<file path="src/rtl/alu_arbiter.sv">
// Round-robin front end that shares one registered ALU between two requesters.
// Traps illegal opcodes (and optionally divide-by-zero) so they never reach the ALU.
module alu_arbiter #(
   parameter int DATA_W    = 16,
   parameter bit TRAP_DIV0 = 1'b1
) (
   input  logic              clk,
   input  logic              rst_n,
   input  logic              req0_valid,
   output logic              req0_ready,
   input  logic [DATA_W-1:0] req0_opa,
   input  logic [DATA_W-1:0] req0_opb,
   input  logic [3:0]        req0_oper,
   input  logic              req1_valid,
   output logic              req1_ready,
   input  logic [DATA_W-1:0] req1_opa,
   input  logic [DATA_W-1:0] req1_opb,
   input  logic [3:0]        req1_oper,
   output logic              resp_valid,
   input  logic              resp_ready,
   output logic              resp_id,
   output logic [DATA_W-1:0] resp_data,
   output logic              resp_err,
   output logic              alu_en,
   output logic [DATA_W-1:0] alu_operand_a,
   output logic [DATA_W-1:0] alu_operand_b,
   output logic [3:0]        alu_oper,
   input  logic [DATA_W-1:0] alu_q
);

   typedef enum logic [1:0] {IDLE = 2'd0, EXEC = 2'd1, CAPT = 2'd2, RESP = 2'd3} state_t;

   state_t            state_q;
   logic              rr_q;          // 1 favours req1 on contention
   logic              id_q;
   logic              resp_valid_q;
   logic              resp_err_q;
   logic [DATA_W-1:0] resp_data_q;
   logic              alu_en_q;
   logic [DATA_W-1:0] alu_a_q;
   logic [DATA_W-1:0] alu_b_q;
   logic [3:0]        alu_oper_q;

   logic              gnt0;
   logic              gnt1;
   logic [DATA_W-1:0] sel_opa;
   logic [DATA_W-1:0] sel_opb;
   logic [3:0]        sel_oper;
   logic              legal;

   // Ready is gated by rst_n so every output reads 0 while reset is held.
   always_comb begin
      gnt0 = 1'b0;
      gnt1 = 1'b0;
      if (rst_n && state_q == IDLE) begin
         gnt0 = req0_valid && (!req1_valid || !rr_q);
         gnt1 = req1_valid && (!req0_valid || rr_q);
      end
      sel_opa  = gnt1 ? req1_opa  : req0_opa;
      sel_opb  = gnt1 ? req1_opb  : req0_opb;
      sel_oper = gnt1 ? req1_oper : req0_oper;
      legal    = (sel_oper != 4'd0) && (sel_oper <= 4'd12) &&
                 !(TRAP_DIV0 && sel_oper == 4'd12 && sel_opb == '0);
   end

   always_ff @(posedge clk or negedge rst_n) begin
      if (!rst_n) begin
         state_q      <= IDLE;
         rr_q         <= 1'b0;
         id_q         <= 1'b0;
         resp_valid_q <= 1'b0;
         resp_err_q   <= 1'b0;
         resp_data_q  <= '0;
         alu_en_q     <= 1'b0;
         alu_a_q      <= '0;
         alu_b_q      <= '0;
         alu_oper_q   <= 4'd0;
      end else begin
         case (state_q)
            IDLE: begin
               if (gnt0 || gnt1) begin
                  id_q <= gnt1;
                  rr_q <= gnt0;
                  if (legal) begin
                     alu_a_q    <= sel_opa;
                     alu_b_q    <= sel_opb;
                     alu_oper_q <= sel_oper;
                     alu_en_q   <= 1'b1;
                     state_q    <= EXEC;
                  end else begin
                     resp_data_q  <= '0;
                     resp_err_q   <= 1'b1;
                     resp_valid_q <= 1'b1;
                     state_q      <= RESP;
                  end
               end
            end
            EXEC: begin
               alu_en_q <= 1'b0;
               state_q  <= CAPT;
            end
            CAPT: begin
               resp_data_q  <= alu_q;
               resp_err_q   <= 1'b0;
               resp_valid_q <= 1'b1;
               state_q      <= RESP;
            end
            RESP: begin
               if (resp_ready) begin
                  resp_valid_q <= 1'b0;
                  state_q      <= IDLE;
               end
            end
            default: state_q <= IDLE;
         endcase
      end
   end

   assign req0_ready    = gnt0;
   assign req1_ready    = gnt1;
   assign resp_valid    = resp_valid_q;
   assign resp_id       = id_q;
   assign resp_data     = resp_data_q;
   assign resp_err      = resp_err_q;
   assign alu_en        = alu_en_q;
   assign alu_operand_a = alu_a_q;
   assign alu_operand_b = alu_b_q;
   assign alu_oper      = alu_oper_q;

endmodule

</file>
<file path="config.mk">
export PLATFORM = sky130hd
export DESIGN_NAME = alu_arbiter
export DESIGN_NICKNAME = d
export VERILOG_FILES = /design/src/rtl/alu_arbiter.sv
export SDC_FILE = /design/constraint.sdc
export NUM_CORES = 1
export LEC_CHECK = 0
export ABC_AREA = 1
export CORE_ASPECT_RATIO = 0.6
export CORE_MARGIN = 5
export CORE_UTILIZATION = 43
export CTS_BUF_LIST = sky130_fd_sc_hd__clkbuf_2 sky130_fd_sc_hd__clkbuf_4 sky130_fd_sc_hd__clkbuf_8
export CTS_CLUSTER_DIAMETER = 100
export DETAILED_ROUTE_END_ITERATION = 8
export PLACE_DENSITY = 0.94
export SKIP_CTS_REPAIR_TIMING = 1
export SYNTH_ARGS = -nofsm -noshare
export SYNTH_HDL_FRONTEND = slang
export SYNTH_SLANG_ARGS = --single-unit
</file>
<file path="constraint.sdc">
create_clock -name clk -period 2.93 [get_ports clk]
set_input_delay 0.586 -clock clk [delete_from_list [all_inputs] [get_ports clk]]
set_output_delay 0.586 -clock clk [all_outputs]
set_load 0.01 [all_outputs]
</file>
==> impl_metrics.py <==
metrics = {
    "place": {
        "place_inst": 671,
        "detailed_placement_wirelength_estimate_mm": 7.87,
        "io_buffer_count": 150,
        "gp_routability_congestion": 0.874,
        "placed_cell_area_um2": 4840,
    },
    "route": {
        "routed_via_density": 5.02,
        "dr_total_vias": 3457,
        "route.detailed.drc": 0,
        "drt_iter0_drc": 252,
        "drt_first_pass_iters": 5,
        "wirelength_mm": 10.7,
        "routed_wire_length_per_instance_um": 15.5,
        "ant_nets": 0,
    },
    "floorplanning": {
        "core_area_um2": 7390,
        "rows": 24,
        "die-height_um": 78.0,
        "die-area_um2": 9610,
        "pin_count": 151,
        "dieWidth_um": 123,
        "start_util_pct": 44.8,
    },
    "synthesis": {
        "postSynthCellCount": 431,
        "synth.ff_latch_count": 59,
        "yosys.cell_types.count": 27,
        "synth_common_cells": "215 x sky130_fd_sc_hd__nand2_1, 59 x sky130_fd_sc_hd__dfrtp_1, 39 x sky130_fd_sc_hd__nand4_1",
        "synth-edff-count": 0,
        "most_frequent_cell_after_synthesis": "sky130_fd_sc_hd__nand2_1",
        "area_of_the_mapped_netlist_um2": 3310,
        "post_syn_area_per_cell_um2": 7.68,
        "ys_dominant_reg_cell": "sky130_fd_sc_hd__dfrtp_1",
        "synth-warning-count": 0,
        "syn-num-nets": 530,
        "seq_area_frac_synth_pct": 44.6,
        "synth_area_leaders": "sky130_fd_sc_hd__dfrtp_1 45%, sky130_fd_sc_hd__nand2_1 24%, sky130_fd_sc_hd__nand4_1 7.4%",
        "library_cell_occupying_the_most_area_in_the_post_synthesis_netlist": "sky130_fd_sc_hd__dfrtp_1",
        "synth_top_area_share_pct": 44.6,
        "asyncSetResetFlopFracSynth_pct": 100,
    },
    "finish": {
        "stdcell_area_um2": 5120,
        "final_cell_count_no_fill": 688,
        "post_route_cells_drive_above_1_share_pct": 9.93,
        "finalNetCount": 678,
        "count_of_antenna_diodes_in_the_layout": 0,
        "fill_cells": 634,
        "finalCoreUtilization_pct": 69.3,
        "area_delta_synth_final_pct": 54.6,
    },
    "worst_setup_path": {
        "cp_arrival_ns": 2.16,
        "criticalPathCategory": "register to primary output",
        "endpoint_kind": "primary output",
        "worst-r2r-cell-count": 17,
        "critPathLaunchType": "register",
        "critPathRequiredTime_ns": 2.34,
        "critical_path.max_fanout": 14,
    },
    "global_routing": {
        "first_pass_grt_wire_length_mm": 17.1,
        "overflow": 0,
        "antenna_found_initial": 0,
        "grt_start_max_net_pins": 60,
        "grtUsageTotal_pct": 22.4,
        "vias_in_the_first_global_route": 3470,
    },
    "timing": {
        "final_number_of_hold_violating_endpoints": 0,
        "setup_repair_after_global_routing_missed_its_margin": "no",
        "fin_skew_ns": 0.00930,
        "report.final.setup_viol": 0,
        "slew_headroom_pct": 49.3,
        "tightestPinTransition_ns": 0.761,
        "max_slew_vio_count": 0,
        "min_period_ns": 2.74,
        "maxClockFrequency_mhz": 365,
        "final.setup.tns_ns": 0,
        "final.hold.worst_slack_ns": 0.475,
        "layout_worst_path_cycle_share_pct": 93.6,
    },
    "cts": {
        "numCtsBuffers": 9,
        "cts_root_buffer": "sky130_fd_sc_hd__clkbuf_8",
        "htreeDepth": 3,
        "clk-insertion-delay-late_ns": 0.33,
        "clk_path_buf_depth": 2,
        "cts.sink_count": 59,
        "path_clk_slew_ns": 0.07,
        "cts_tree": "done",
    },
    "power_and_ir_drop": {
        "static_leak_nw": 2.51,
        "ir_drop_mv": 0.420,
        "power-per-cell-area_nw_per_um2": 863,
    },
    "flow_run": {
        "timing.max_cap.violations": 0,
    },
    "outcome": {
        "status": "finished clean",
    },
    "hold_path": {
        "timing.hold.worst.class": "register to register",
        "hold_depth": 2,
    },
}
kinds of logic after synthesis:
group                      count (synthesis)  synth area share, %
adders and majority gates                  6                 2.27
AOI/OAI and AO/OA                         29                 6.05
and+or+nand+nor                          287                 38.0
DFF                                       59                 44.6
buffers and inverters                     50                 9.11
per-stage QoR:
step	setup slack [ns]	total power [W]
CTS	0.104	0.00443
floorplan	0.672	0.00249
global placement	0.0306	0.00336
detailed placement	-0.0978	0.00345
global route	0.0290	0.00473
finish	0.188	0.00442
per-layer routing:
layer	vias up	part of all wire, %	global-route usage [%]
met2	155	46	36.0
met3	14	11	9.01
met1	1615	42	28.2
li1	1673	-	-
met5	-	0	0
met4	0	1.4	5.86
critical path, stage by stage, from the launching register on:
cell	delay, ns
sky130_fd_sc_hd__dfrtp_1	0.41
sky130_fd_sc_hd__inv_1	0.16
sky130_fd_sc_hd__ha_2	0.26
sky130_fd_sc_hd__nand2_4	0.08
sky130_fd_sc_hd__nor2_8	0.09
sky130_fd_sc_hd__nand2_4	0.07
sky130_fd_sc_hd__clkinv_2	0.18
sky130_fd_sc_hd__clkdlybuf4s50_1	0.58
layout by cell type, fill, tap and decap left out, drive strengths merged:
cell type,synthesis,layout
nand3,10,11
ha,6,6
nor2,14,14
a21oi,2,2
inv,22,21
nand2,221,221
o21ai,26,26
clkdlybuf4s50,0,149
buf,23,15
nand3b,2,2
clkinv,0,2
o21a,1,1
bufinv,0,3
clkbuf,5,12
or2,1,1
nand4,39,39
dfrtp,59,59
sequential cells by signal, summed over array words and instances, names as in the netlist:
register	flops
state_q	2
rr_q	1
alu_en	1
resp_id	1
alu_operand_b	16
resp_data	16
alu_oper	4
resp_valid	1
resp_err	1
alu_operand_a	16
path summary, 6_finish.rpt:
path	start	endpoint	slack, ns
max	state_q[1]$_DFFE_PN0P_	req1_ready	0.19
min	alu_operand_a[5]$_DFFE_PN0P_	alu_operand_a[5]$_DFFE_PN0P_	0.48
min in group asynchronous	rst_n	alu_oper[0]$_DFFE_PN0P_	0.50
max in group asynchronous	rst_n	alu_operand_b[6]$_DFFE_PN0P_	1.91
min reg2reg	alu_operand_a[5]$_DFFE_PN0P_	alu_operand_a[5]$_DFFE_PN0P_	0.48
max reg2reg	state_q[1]$_DFFE_PN0P_	alu_operand_b[15]$_DFFE_PN0P_	0.26
area by class of cell:
type | instances | area [µm²] | area share (%)
Timing Repair Buffer | 164 | 1610 | 31.5
Multi-Input combinational cell | 323 | 1550 | 30.3
Sequential cell | 59 | 1480 | 28.9
Clock buffer | 12 | 165 | 3.23
Tap cell | 104 | 130 | 2.54
Clock inverter | 4 | 95.1 | 1.86
Inverter | 22 | 83.8 | 1.64
power breakdown:
part,switching (W),leakage (nW),internal (W)
sequential,0.000176,0.764,0.00112
clock,0.000322,0.133,0.000634
combinational,0.00119,1.61,0.000976
No activity file was read; power rests on OpenSTA's default activity.
